$ cat config.mk
export PLATFORM = sky130hd
export DESIGN_NAME = pixel_capture
export DESIGN_NICKNAME = d
export VERILOG_FILES = /design/src/rtl/pixel_capture.sv
export SDC_FILE = /design/constraint.sdc
export NUM_CORES = 1
export LEC_CHECK = 0
export BUFFER_PORTS_ARGS = -buffer_cell sky130_fd_sc_hd__buf_4
export CORE_MARGIN = 1
export CORE_UTILIZATION = 30
export CTS_CLUSTER_SIZE = 25
export DETAILED_ROUTE_END_ITERATION = 6
export PLACE_DENSITY = 0.48
export SYNTH_ARGS = -nofsm -noshare
export SYNTH_HDL_FRONTEND = slang
export SYNTH_SLANG_ARGS = --single-unit
$ cat constraint.sdc
create_clock -name i_clk -period 2.4 [get_ports i_clk]
set_input_delay 0.36 -clock i_clk [delete_from_list [all_inputs] [get_ports i_clk]]
set_output_delay 0.36 -clock i_clk [all_outputs]
set_load 0.1 [all_outputs]
$ cat src/rtl/pixel_capture.sv
// Captures the first BITS_PER_PIXEL bits after a reset gap into a pixel word and forwards the rest of the frame.
// Latency: pixel and forwarded bit appear 1 cycle after the qualifying valid; treset has priority over valid.
// Backpressure: one-deep pixel holding register (valid/ready); unaccepted pixel is overwritten with o_overrun. Option: PIXEL_CAPTURE_FRAME_ERR_EN.
package pixel_capture_pkg;
    typedef struct packed {
        logic decoded_bit;
        logic valid;
        logic treset;
    } shift_reg_t;
endpackage

module pixel_capture
    import pixel_capture_pkg::*;
#(
    parameter int BITS_PER_PIXEL = 24
) (
    input  logic                      i_clk,
    input  logic                      i_reset_n,
    input  shift_reg_t                i_shift_reg,
    output logic [BITS_PER_PIXEL-1:0] o_pixel,
    output logic                      o_pixel_valid,
    input  logic                      i_pixel_ready,
    output logic                      o_fwd_bit,
    output logic                      o_fwd_valid,
    output logic                      o_overrun,
    output logic                      o_frame_err
);

    localparam int CW = $clog2(BITS_PER_PIXEL + 1);
    localparam logic [CW-1:0] CNT_LAST = CW'(BITS_PER_PIXEL - 1);
    localparam logic [CW-1:0] CNT_FULL = CW'(BITS_PER_PIXEL);

    typedef enum logic {
        CAPTURE = 1'b0,
        FORWARD = 1'b1
    } state_t;

    state_t                    state, state_nxt;
    logic [CW-1:0]             count, count_nxt;
    // The final bit of a pixel goes straight into o_pixel, so only BPP-1 bits are staged here.
    logic [BITS_PER_PIXEL-2:0] r_shift, shift_nxt;
    logic [BITS_PER_PIXEL-1:0] pixel_nxt;
    logic                      pixel_valid_nxt;
    logic                      fwd_bit_nxt;
    logic                      fwd_valid_nxt;
    logic                      overrun_nxt;
    logic                      accept;

    assign accept = o_pixel_valid && i_pixel_ready;

    always_ff @(posedge i_clk or negedge i_reset_n) begin
        if (!i_reset_n) begin
            state         <= CAPTURE;
            count         <= '0;
            r_shift       <= '0;
            o_pixel       <= '0;
            o_pixel_valid <= 1'b0;
            o_fwd_bit     <= 1'b0;
            o_fwd_valid   <= 1'b0;
            o_overrun     <= 1'b0;
        end else begin
            state         <= state_nxt;
            count         <= count_nxt;
            r_shift       <= shift_nxt;
            o_pixel       <= pixel_nxt;
            o_pixel_valid <= pixel_valid_nxt;
            o_fwd_bit     <= fwd_bit_nxt;
            o_fwd_valid   <= fwd_valid_nxt;
            o_overrun     <= overrun_nxt;
        end
    end

    always_comb begin
        state_nxt       = state;
        count_nxt       = count;
        shift_nxt       = r_shift;
        pixel_nxt       = o_pixel;
        pixel_valid_nxt = o_pixel_valid && !i_pixel_ready;
        fwd_bit_nxt     = o_fwd_bit;
        fwd_valid_nxt   = 1'b0;
        overrun_nxt     = 1'b0;

        if (i_shift_reg.treset) begin
            state_nxt = CAPTURE;
            count_nxt = '0;
            shift_nxt = '0;
        end else if (i_shift_reg.valid) begin
            case (state)
                CAPTURE: begin
                    shift_nxt = {r_shift[BITS_PER_PIXEL-3:0], i_shift_reg.decoded_bit};
                    if (count != CNT_FULL) begin
                        count_nxt = count + CW'(1);
                    end
                    if (count == CNT_LAST) begin
                        state_nxt       = FORWARD;
                        pixel_nxt       = {r_shift, i_shift_reg.decoded_bit};
                        pixel_valid_nxt = 1'b1;
                        overrun_nxt     = o_pixel_valid && !accept;
                    end
                end
                FORWARD: begin
                    fwd_bit_nxt   = i_shift_reg.decoded_bit;
                    fwd_valid_nxt = 1'b1;
                end
                default: begin
                    state_nxt = CAPTURE;
                end
            endcase
        end
    end

`ifdef PIXEL_CAPTURE_FRAME_ERR_EN
    logic treset_q;

    // A reset gap that cuts a partially captured pixel short flags a truncated frame.
    always_ff @(posedge i_clk or negedge i_reset_n) begin
        if (!i_reset_n) begin
            treset_q    <= 1'b0;
            o_frame_err <= 1'b0;
        end else begin
            treset_q    <= i_shift_reg.treset;
            o_frame_err <= i_shift_reg.treset && !treset_q && (state == CAPTURE)
                           && (count != '0) && (count != CNT_FULL);
        end
    end
`else
    assign o_frame_err = 1'b0;
`endif

endmodule

Word level (Yosys, flattened, before mapping)
Index checks and enable logic that the tools add are counted.
Widths: inputs -> output; s select.
Cells by class
  $add $sub $neg: 1
  eq/ne operators: 3
  muxes and demuxes: 22
  bitwise operators: 2
  reductions and logical operators: 11
Operator list (count)
  $mux 23: 3
  $mux 5: 4
  $mux 1: 15
  $reduce_and 3->1: 2
  $add 5x1->5 const B: 1
  $eq 5x5->1 const B: 1
  $ne 5x5->1 const B: 1
  $reduce_and 4->1: 1
  $reduce_bool 2->1: 2
  $logic_and 1x1->1: 3
  $logic_not 1->1: 2
  $ne 2x2->1 const B: 1
  $not 1->1: 2
  $reduce_and 2->1: 1
Storage, ports and cells
  bits in registers: 57
  input port bits: 6
  output and inout port bits: 29
  logic and storage cells: 47

Logic depth before layout (Yosys ltp)
Gate-level depths: netlist of the first run.
  depth in word-level cells: 7
  depth in mapped cells: 5
  depth with buffers taken out: 5

Worst setup path after synthesis of the first run
Ideal clock, no wire load.
  path kind: reg-to-reg
  from: reg count[0]
  to: reg o_pixel[0]
  setup time: 0.125 ns
  arrival: 1.441 ns
  required time: 2.275 ns
  setup slack: 0.834 ns
  cell stages (with the launch flop): 6
  path buffers: 1
  clock period less this slack: 1.566 ns
  cells stage by stage: dfrtp_1 -> ha_1 -> and4bb_1 -> nand3_2 -> buf_6 -> mux2_4
Between the ends
  word-level cells in the longest chain between the ends: 2
RTL lines
  start: declaration: line 39  | logic [CW-1:0] count, count_nxt;
  start signal: assignment: line 63  | count <= count_nxt;
  $eq 5x5->1: line 94  | if (count == CNT_LAST) begin
  $reduce_and 4->1 (no line)
  end signal: assignment: line 65  | o_pixel <= pixel_nxt;
  end: declaration: line 20  | output logic [BITS_PER_PIXEL-1:0] o_pixel,
No other way between the ends.
A chain may end at the register's enable or synchronous reset.

Worst setup path after layout of the first run
  from: reg count[0]
  to: reg o_pixel[20]
Same word-level chain as after synthesis.

==> metrics.log, run 1 <==
INFO  metric cts_made_buffers = 9
INFO  metric largest_driver_fanout_on_the_critical_path = 25
INFO  metric p_int = 1490 µW
INFO  metric worst_hold_slack = 76.9 ps
INFO  metric worst_setup_path_start_kind = flip-flop
INFO  metric share_comb_of_total_power = 4.0%
INFO  metric fin_setup_tns = 0 ps
INFO  metric hold_viol = 0
INFO  metric post_cts_hold_buffer_count = 0
INFO  metric min_period_over_period = 70.2%
INFO  metric regArea = 1430 µm²
INFO  metric ir_drop = 0.271 mV
INFO  metric period_needed = 1690 ps
INFO  metric max-cap-violations = 0
INFO  metric hpwlAfterDp = 2.75 mm
INFO  metric critical_path_data_arrival_time = 1890 ps
INFO  metric final.fill_count = 725
INFO  metric max_slew.worst_pin.slew = 708 ps
INFO  metric drt-initial-drc-count = 50
INFO  metric multi_input_area = 766 µm²
INFO  metric r2r_cells = 5
INFO  metric cts.reportedPaths.clkPinSlew = 70 ps
INFO  metric detail-route-antenna-nets = 0
INFO  metric max_buffers_root_to_sink = 2
INFO  metric synth_seq_area_share = 63.2%
INFO  metric die-area = 7870 µm²
INFO  metric power.leakage = 0.00147 µW
INFO  metric number_of_enable_type_register_cells_in_the_synthesized_netlist = 0
INFO  metric ctsHtreeMaxLevel = 3
INFO  metric clockPowerShare = 45.9%
INFO  metric grt-ovfl-total = 0
INFO  metric firstDrtPassIters = 4
INFO  metric switching_fraction = 23.1%
INFO  metric totalWireLength = 4.30 mm
INFO  metric maxClockFrequency = 0.593 GHz
INFO  metric detail_route.drc_violations = 0
INFO  metric power_frac_seq = 50.1%
INFO  metric ios = 35
INFO  metric die_y = 88.7 µm
INFO  metric regToRegEndpoint = o_pixel[20]
INFO  metric finalClockSkew = 10.1 ps
INFO  metric r2r-start = count[0]
INFO  metric regToRegSetupSlack = 710 ps
INFO  metric avgSynthCellArea = 14.7 µm²
INFO  metric timing.critical_path.to_type = flip-flop
INFO  metric synthesis.nets = 161
INFO  metric yosysUniqueCellTypes = 31
INFO  metric antenna_found_initial = 0
INFO  metric grt_first_pass_wirelength = 7.02 mm
INFO  metric root_buffer = sky130_fd_sc_hd__clkbuf_8
INFO  metric setup_repair_after_global_routing_missed_its_margin = false
INFO  metric row_count = 31
INFO  metric holdCritPathClass = in -> async
INFO  metric start_util = 31.1%
INFO  metric final_nets = 200
INFO  metric slew-limit-headroom = 52.8%
INFO  metric vias_per_cell = 4.70
INFO  metric grt_max_degree = 58
INFO  metric clock_latency = 330 ps
INFO  metric synthCells = 153
INFO  metric place_congestion = 0.749
INFO  metric ys_flop_type = sky130_fd_sc_hd__dfrtp_1
INFO  metric all_layer_global_routing_usage = 12.2%
INFO  metric commonest_cells_after_routing_fill_and_taps_aside = 57 x sky130_fd_sc_hd__dfrtp_1, 35 x sky130_fd_sc_hd__buf_4, 24 x sky130_fd_sc_hd__a22o_1
INFO  metric async_reset_ff_share = 100%
INFO  metric worstPathRequired = 2600 ps
INFO  metric syn_area = 2260 µm²
INFO  metric drv_slew = 0
INFO  metric die_w = 88.7 µm
INFO  metric layout_commonest_cell = sky130_fd_sc_hd__dfrtp_1
INFO  metric cts_setup_buffers = 0
INFO  metric synth_warnings = 0
INFO  metric cts_tree = yes
INFO  metric yosys_register_bits = 57
INFO  metric detailroute.via_count = 1,390
INFO  metric first_global_vias = 1,381
INFO  metric drt-wirelength-per-cell = 14.5 µm
INFO  metric flow.area_growth_from_synthesis = 25.0%
INFO  metric cts_sinks = 57
INFO  metric io_buffers = 33
INFO  metric critical_path_class = reg -> reg
INFO  metric switching_power = 448 µW
INFO  metric postCtsResizedCells = 0
INFO  metric power_density = 689 nW/µm²
INFO  metric insertedDiodeCount = 0
INFO  metric outcome = finished, final reports clean
INFO  metric core_area = 7250 µm²
INFO  metric post_route_cells_drive_above_1_share = 36.0%
INFO  metric finalSetupViolations = 0
-- Yosys cell counts, types with 2 or more instances --
cell type | n | share of area, %
sky130_fd_sc_hd__mux2_4 | 10 | 6.7
sky130_fd_sc_hd__a22o_1 | 24 | 9.3
sky130_fd_sc_hd__nor2_1 | 4 | 0.67
sky130_fd_sc_hd__nand2_1 | 3 | 0.50
sky130_fd_sc_hd__inv_1 | 4 | 0.67
sky130_fd_sc_hd__mux2_2 | 7 | 3.5
sky130_fd_sc_hd__dfrtp_1 | 57 | 63
sky130_fd_sc_hd__mux2_1 | 9 | 4.5
sky130_fd_sc_hd__ha_1 | 2 | 1.1
sky130_fd_sc_hd__buf_6 | 2 | 1.0
sky130_fd_sc_hd__clkbuf_1 | 5 | 0.83
sky130_fd_sc_hd__nor2b_1 | 3 | 0.83
sky130_fd_sc_hd__nand4_1 | 2 | 0.55
sky130_fd_sc_hd__nand2b_1 | 4 | 1.1
-- critical path, stage by stage (launching register included) --
cell and delay [ps]:
sky130_fd_sc_hd__dfrtp_1 430, sky130_fd_sc_hd__ha_1 260, sky130_fd_sc_hd__and4bb_1 210, sky130_fd_sc_hd__nand3_2 90, sky130_fd_sc_hd__buf_12 190, sky130_fd_sc_hd__mux2_2 360
-- power groups by stage --
stage,Combinational (µW),Clock (µW),Sequential (µW)
floorplan,37.5,0,993
global placement,75.5,0,989
detailed placement,79.7,0,990
CTS,80.0,921,972
global route,86.4,976,972
finish,78.4,892,973
-- cell type report --
cell class              instances  area share (%)
multi-input cells              84            27.2
well taps                      99            4.39
inverters                       4           0.533
repair buffers                 36            10.0
clock buffers                  10            4.88
flip-flops and latches         57            50.6
clock inverters                 6            2.40
-- stage by stage --
stage / util, % / power, µW / setup WS [ps] / cells / cell area [µm²]
global route: 38.9 / 2040 / 661 / 296 / 2820
floorplan: - / 1030 / 834 / 153 / 2260
finish: 38.9 / 1940 / 714 / 296 / 2820
global placement: 36.0 / 1060 / 795 / 280 / 2610
CTS: 38.9 / 1970 / 728 / 296 / 2820
detailed placement: 36.0 / 1070 / 744 / 280 / 2610
-- sequential cells by signal, indices dropped and copies added, names as in the netlist --
register and count:
state 1, o_pixel 24, o_fwd_valid 1, o_fwd_bit 1, o_overrun 1, r_shift 23, count 5, o_pixel_valid 1
-- metal layers --
layer,vias up,GRT usage (%),wire length [µm]
li1,635,-,-
met1,720,15.8,2030
met2,31,18.3,2050
met3,4,5.32,180
met4,0,4.40,40
met5,-,0,0
-- cells by family after synthesis --
group | synth area share [%]
other | 0.166
adder cells (fa/ha/maj) | 1.11
buffers and inverters | 2.83
AO/OA/AOI/OAI | 11.4
AND/OR/NAND/NOR | 6.21
flip-flops | 63.2
multiplexers | 15.1
-- worst max-delay path by stage --
stage / startpoint / slack, ps / depth (start not counted) / endpoint
after floorplan: count[0] / 830 / 5 / o_pixel[0]
after global placement: count[0] / 800 / 5 / o_pixel[17]
after detailed placement: count[0] / 740 / 5 / o_pixel[18]
after CTS: count[0] / 730 / 5 / o_pixel[20]
after global routing: count[0] / 660 / 5 / o_pixel[15]
final: count[0] / 710 / 5 / o_pixel[20]
(Power assumes the default switching activity.)
==> run 2: changes to the inputs <==
--- a/config.mk
+++ b/config.mk
@@ -10,7 +10,7 @@
 export CORE_UTILIZATION = 30
 export CTS_CLUSTER_SIZE = 25
 export DETAILED_ROUTE_END_ITERATION = 6
-export PLACE_DENSITY = 0.48
+export PLACE_DENSITY = 0.49
 export SYNTH_ARGS = -nofsm -noshare
 export SYNTH_HDL_FRONTEND = slang
 export SYNTH_SLANG_ARGS = --single-unit
==> constraint.sdc (replaced) <==
create_clock -name i_clk -period 1.5 [get_ports i_clk]
set_input_delay 0.225 -clock i_clk [delete_from_list [all_inputs] [get_ports i_clk]]
set_output_delay 0.225 -clock i_clk [all_outputs]
set_load 0.1 [all_outputs]
==> metrics.log, run 2 (synthesized netlist as in run 1, its figures left out) <==
INFO  metric timing.critical_path.to_type = flip-flop
INFO  metric start_util = 31.1% (unchanged)
INFO  metric post_route_cells_drive_above_1_share = 44.6% (+8.6 points)
INFO  metric detail-route-antenna-nets = 0 (unchanged)
INFO  metric row_count = 31 (unchanged)
INFO  metric outcome = finished, violations left
INFO  metric power.leakage = 0.00162 µW (+10%)
INFO  metric firstDrtPassIters = 5 (+1)
INFO  metric maxClockFrequency = 0.660 GHz (+11%)
INFO  metric die_y = 88.7 µm (unchanged)
INFO  metric max_buffers_root_to_sink = 2 (unchanged)
INFO  metric cts_sinks = 57 (unchanged)
INFO  metric io_buffers = 33 (unchanged)
INFO  metric ir_drop = 0.502 mV (+85%)
INFO  metric worst_hold_slack = 136 ps (+59.2 ps)
INFO  metric finalClockSkew = 4.50 ps (-5.59 ps)
INFO  metric ios = 35 (unchanged)
INFO  metric flow.area_growth_from_synthesis = 36.9%
INFO  metric worstSetupStartpoint = count[0]
INFO  metric r2r-start = count[0]
INFO  metric largest_driver_fanout_on_the_critical_path = 9 (-64%)
INFO  metric power_density = 1120 nW/µm² (+63%)
INFO  metric timing.hold.worst.start = i_shift_reg[2]
INFO  metric failed_checks = negative setup slack
INFO  metric clock_latency = 330 ps (about the same)
INFO  metric detail_route.drc_violations = 0 (unchanged)
INFO  metric antenna_found_initial = 0 (unchanged)
INFO  metric root_buffer = sky130_fd_sc_hd__clkbuf_8
INFO  metric setup_repair_after_global_routing_missed_its_margin = true
INFO  metric drt-wirelength-per-cell = 14.5 µm (-0.10%)
INFO  metric totalWireLength = 4.53 mm (+5.3%)
INFO  metric holdCritPathClass = in -> reg
INFO  metric die-area = 7870 µm² (unchanged)
INFO  metric all_layer_global_routing_usage = 13.0% (+0.73 points)
INFO  metric core_area = 7250 µm² (unchanged)
INFO  metric hold_viol = 0 (unchanged)
INFO  metric largest_register_ffs = 24 (unchanged)
INFO  metric critical_path_class = reg -> reg
INFO  metric drt-initial-drc-count = 76 (+52%)
INFO  metric drv_slew = 0 (unchanged)
INFO  metric period_needed = 1510 ps (-171 ps)
INFO  metric min_period_over_period = 101% (+31 points)
INFO  metric cts_tree = yes
INFO  metric worstPathRequired = 1710 ps (-890 ps)
INFO  metric finalSetupViolations = 5 (+5)
INFO  metric grt_first_pass_wirelength = 7.32 mm (+4.2%)
INFO  metric cts_made_buffers = 9 (unchanged)
INFO  metric grt-ovfl-total = 0 (unchanged)
INFO  metric setup_slack = -14.8 ps (-729 ps)
INFO  metric first_global_vias = 1,431 (+3.6%)
INFO  metric layout_commonest_cell = sky130_fd_sc_hd__dfrtp_1
INFO  metric cts.reportedPaths.clkPinSlew = 60 ps (about the same)
INFO  metric place_congestion = 0.811 (+8.4%)
INFO  metric die_w = 88.7 µm (unchanged)
INFO  metric max-cap-violations = 0 (unchanged)
INFO  metric reg_top3 = o_pixel x24, r_shift x23, count x5
INFO  metric grt_max_degree = 28 (-52%)
INFO  metric detailroute.via_count = 1,466 (+5.5%)
INFO  metric max_flop_register = o_pixel
INFO  metric commonest_cells_after_routing_fill_and_taps_aside = 57 x sky130_fd_sc_hd__dfrtp_1, 45 x sky130_fd_sc_hd__buf_4, 24 x sky130_fd_sc_hd__a22o_1
INFO  metric hpwlAfterDp = 3.02 mm (+9.7%)
INFO  metric vias_per_cell = 4.70 (about the same)
INFO  metric ctsHtreeMaxLevel = 3 (unchanged)
INFO  metric final_nets = 216 (+8.0%)
INFO  metric insertedDiodeCount = 0 (unchanged)
INFO  metric worst_setup_path_start_kind = flip-flop
INFO  metric critical_path_data_arrival_time = 1730 ps (-160 ps)
INFO  metric post-layout-total-power = 3460 µW (+78%)
[run 2: cell count changes in the layout (fill, tap and decap cells not counted), moves of 2 or more]
cell                        before  now
sky130_fd_sc_hd__mux2_1          9    1
sky130_fd_sc_hd__mux2_4         10   19
sky130_fd_sc_hd__buf_12          1    6
sky130_fd_sc_hd__clkinv_4        2    0
sky130_fd_sc_hd__buf_4          35   45
sky130_fd_sc_hd__bufinv_16       1    3
[run 2: worst max-delay path: stages, from the launching register on]
cell                       delay [ps]
sky130_fd_sc_hd__dfrtp_1          390
sky130_fd_sc_hd__ha_2             190
sky130_fd_sc_hd__and4bb_1         210
sky130_fd_sc_hd__nand3_4          140
sky130_fd_sc_hd__buf_12           150
sky130_fd_sc_hd__mux2_2           330
[run 2: worst paths after layout]
| path | endpoint | slack [ps] | cells past startpoint |
|---|---|---|---|
| max in group asynchronous | o_pixel[13] | 710 | 3 |
| max reg2reg | o_pixel[21] | -10 | 5 |
| min | r_shift[0] | 140 | 2 |
| min in group asynchronous | r_shift[22] | 350 | 2 |
| max | o_pixel[21] | -10 | 5 |
| min reg2reg | o_pixel[15] | 510 | 1 |
[run 2: repair_timing]
action,CTS,global route
pin swaps,1,0
hold buffers,1,0
gates resized for setup,5,5
setup buffers,0,1
setup endpoints to repair,18,26
endpoints found under the hold margin,24,0
[run 2: area by class of cell]
class,instances,area [µm²]
Fill cell,665,4160
Sequential cell,57,1430
Multi-Input combinational cell,84,812
Timing Repair Buffer,52,468
Clock buffer,11,141
Tap cell,99,124
Clock inverter,5,103
Inverter,4,15.0
[run 2: power breakdown]
group / leakage [µW] / total, µW / switching, µW / internal [µW]
sequential: 0.000794 / 1550 / 6.18 / 1550
clock: 0.000120 / 1740 / 597 / 1150
combinational: 0.000704 / 164 / 103 / 61.3
[run 2: routing by layer]
metal	wire (µm)	vias up	track usage, %
met4	63	0	5.72
met5	0	-	0
met1	2100	733	17.2
met2	2110	54	18.6
li1	-	671	-
met3	252	8	5.32
[run 2: through the flow]
stage	utilization (%)	area [µm²]	cells	setup slack [ps]	setup TNS, ps
floorplan	-	2270	153	-19.5	-354
global placement	38.5	2790	294	11.2	0
detailed placement	38.5	2790	294	-21.3	-93.0
CTS	42.2	3060	311	-13.0	-76.1
global route	42.6	3090	312	-81.4	-1590
finish	42.6	3090	312	-14.8	-48.3
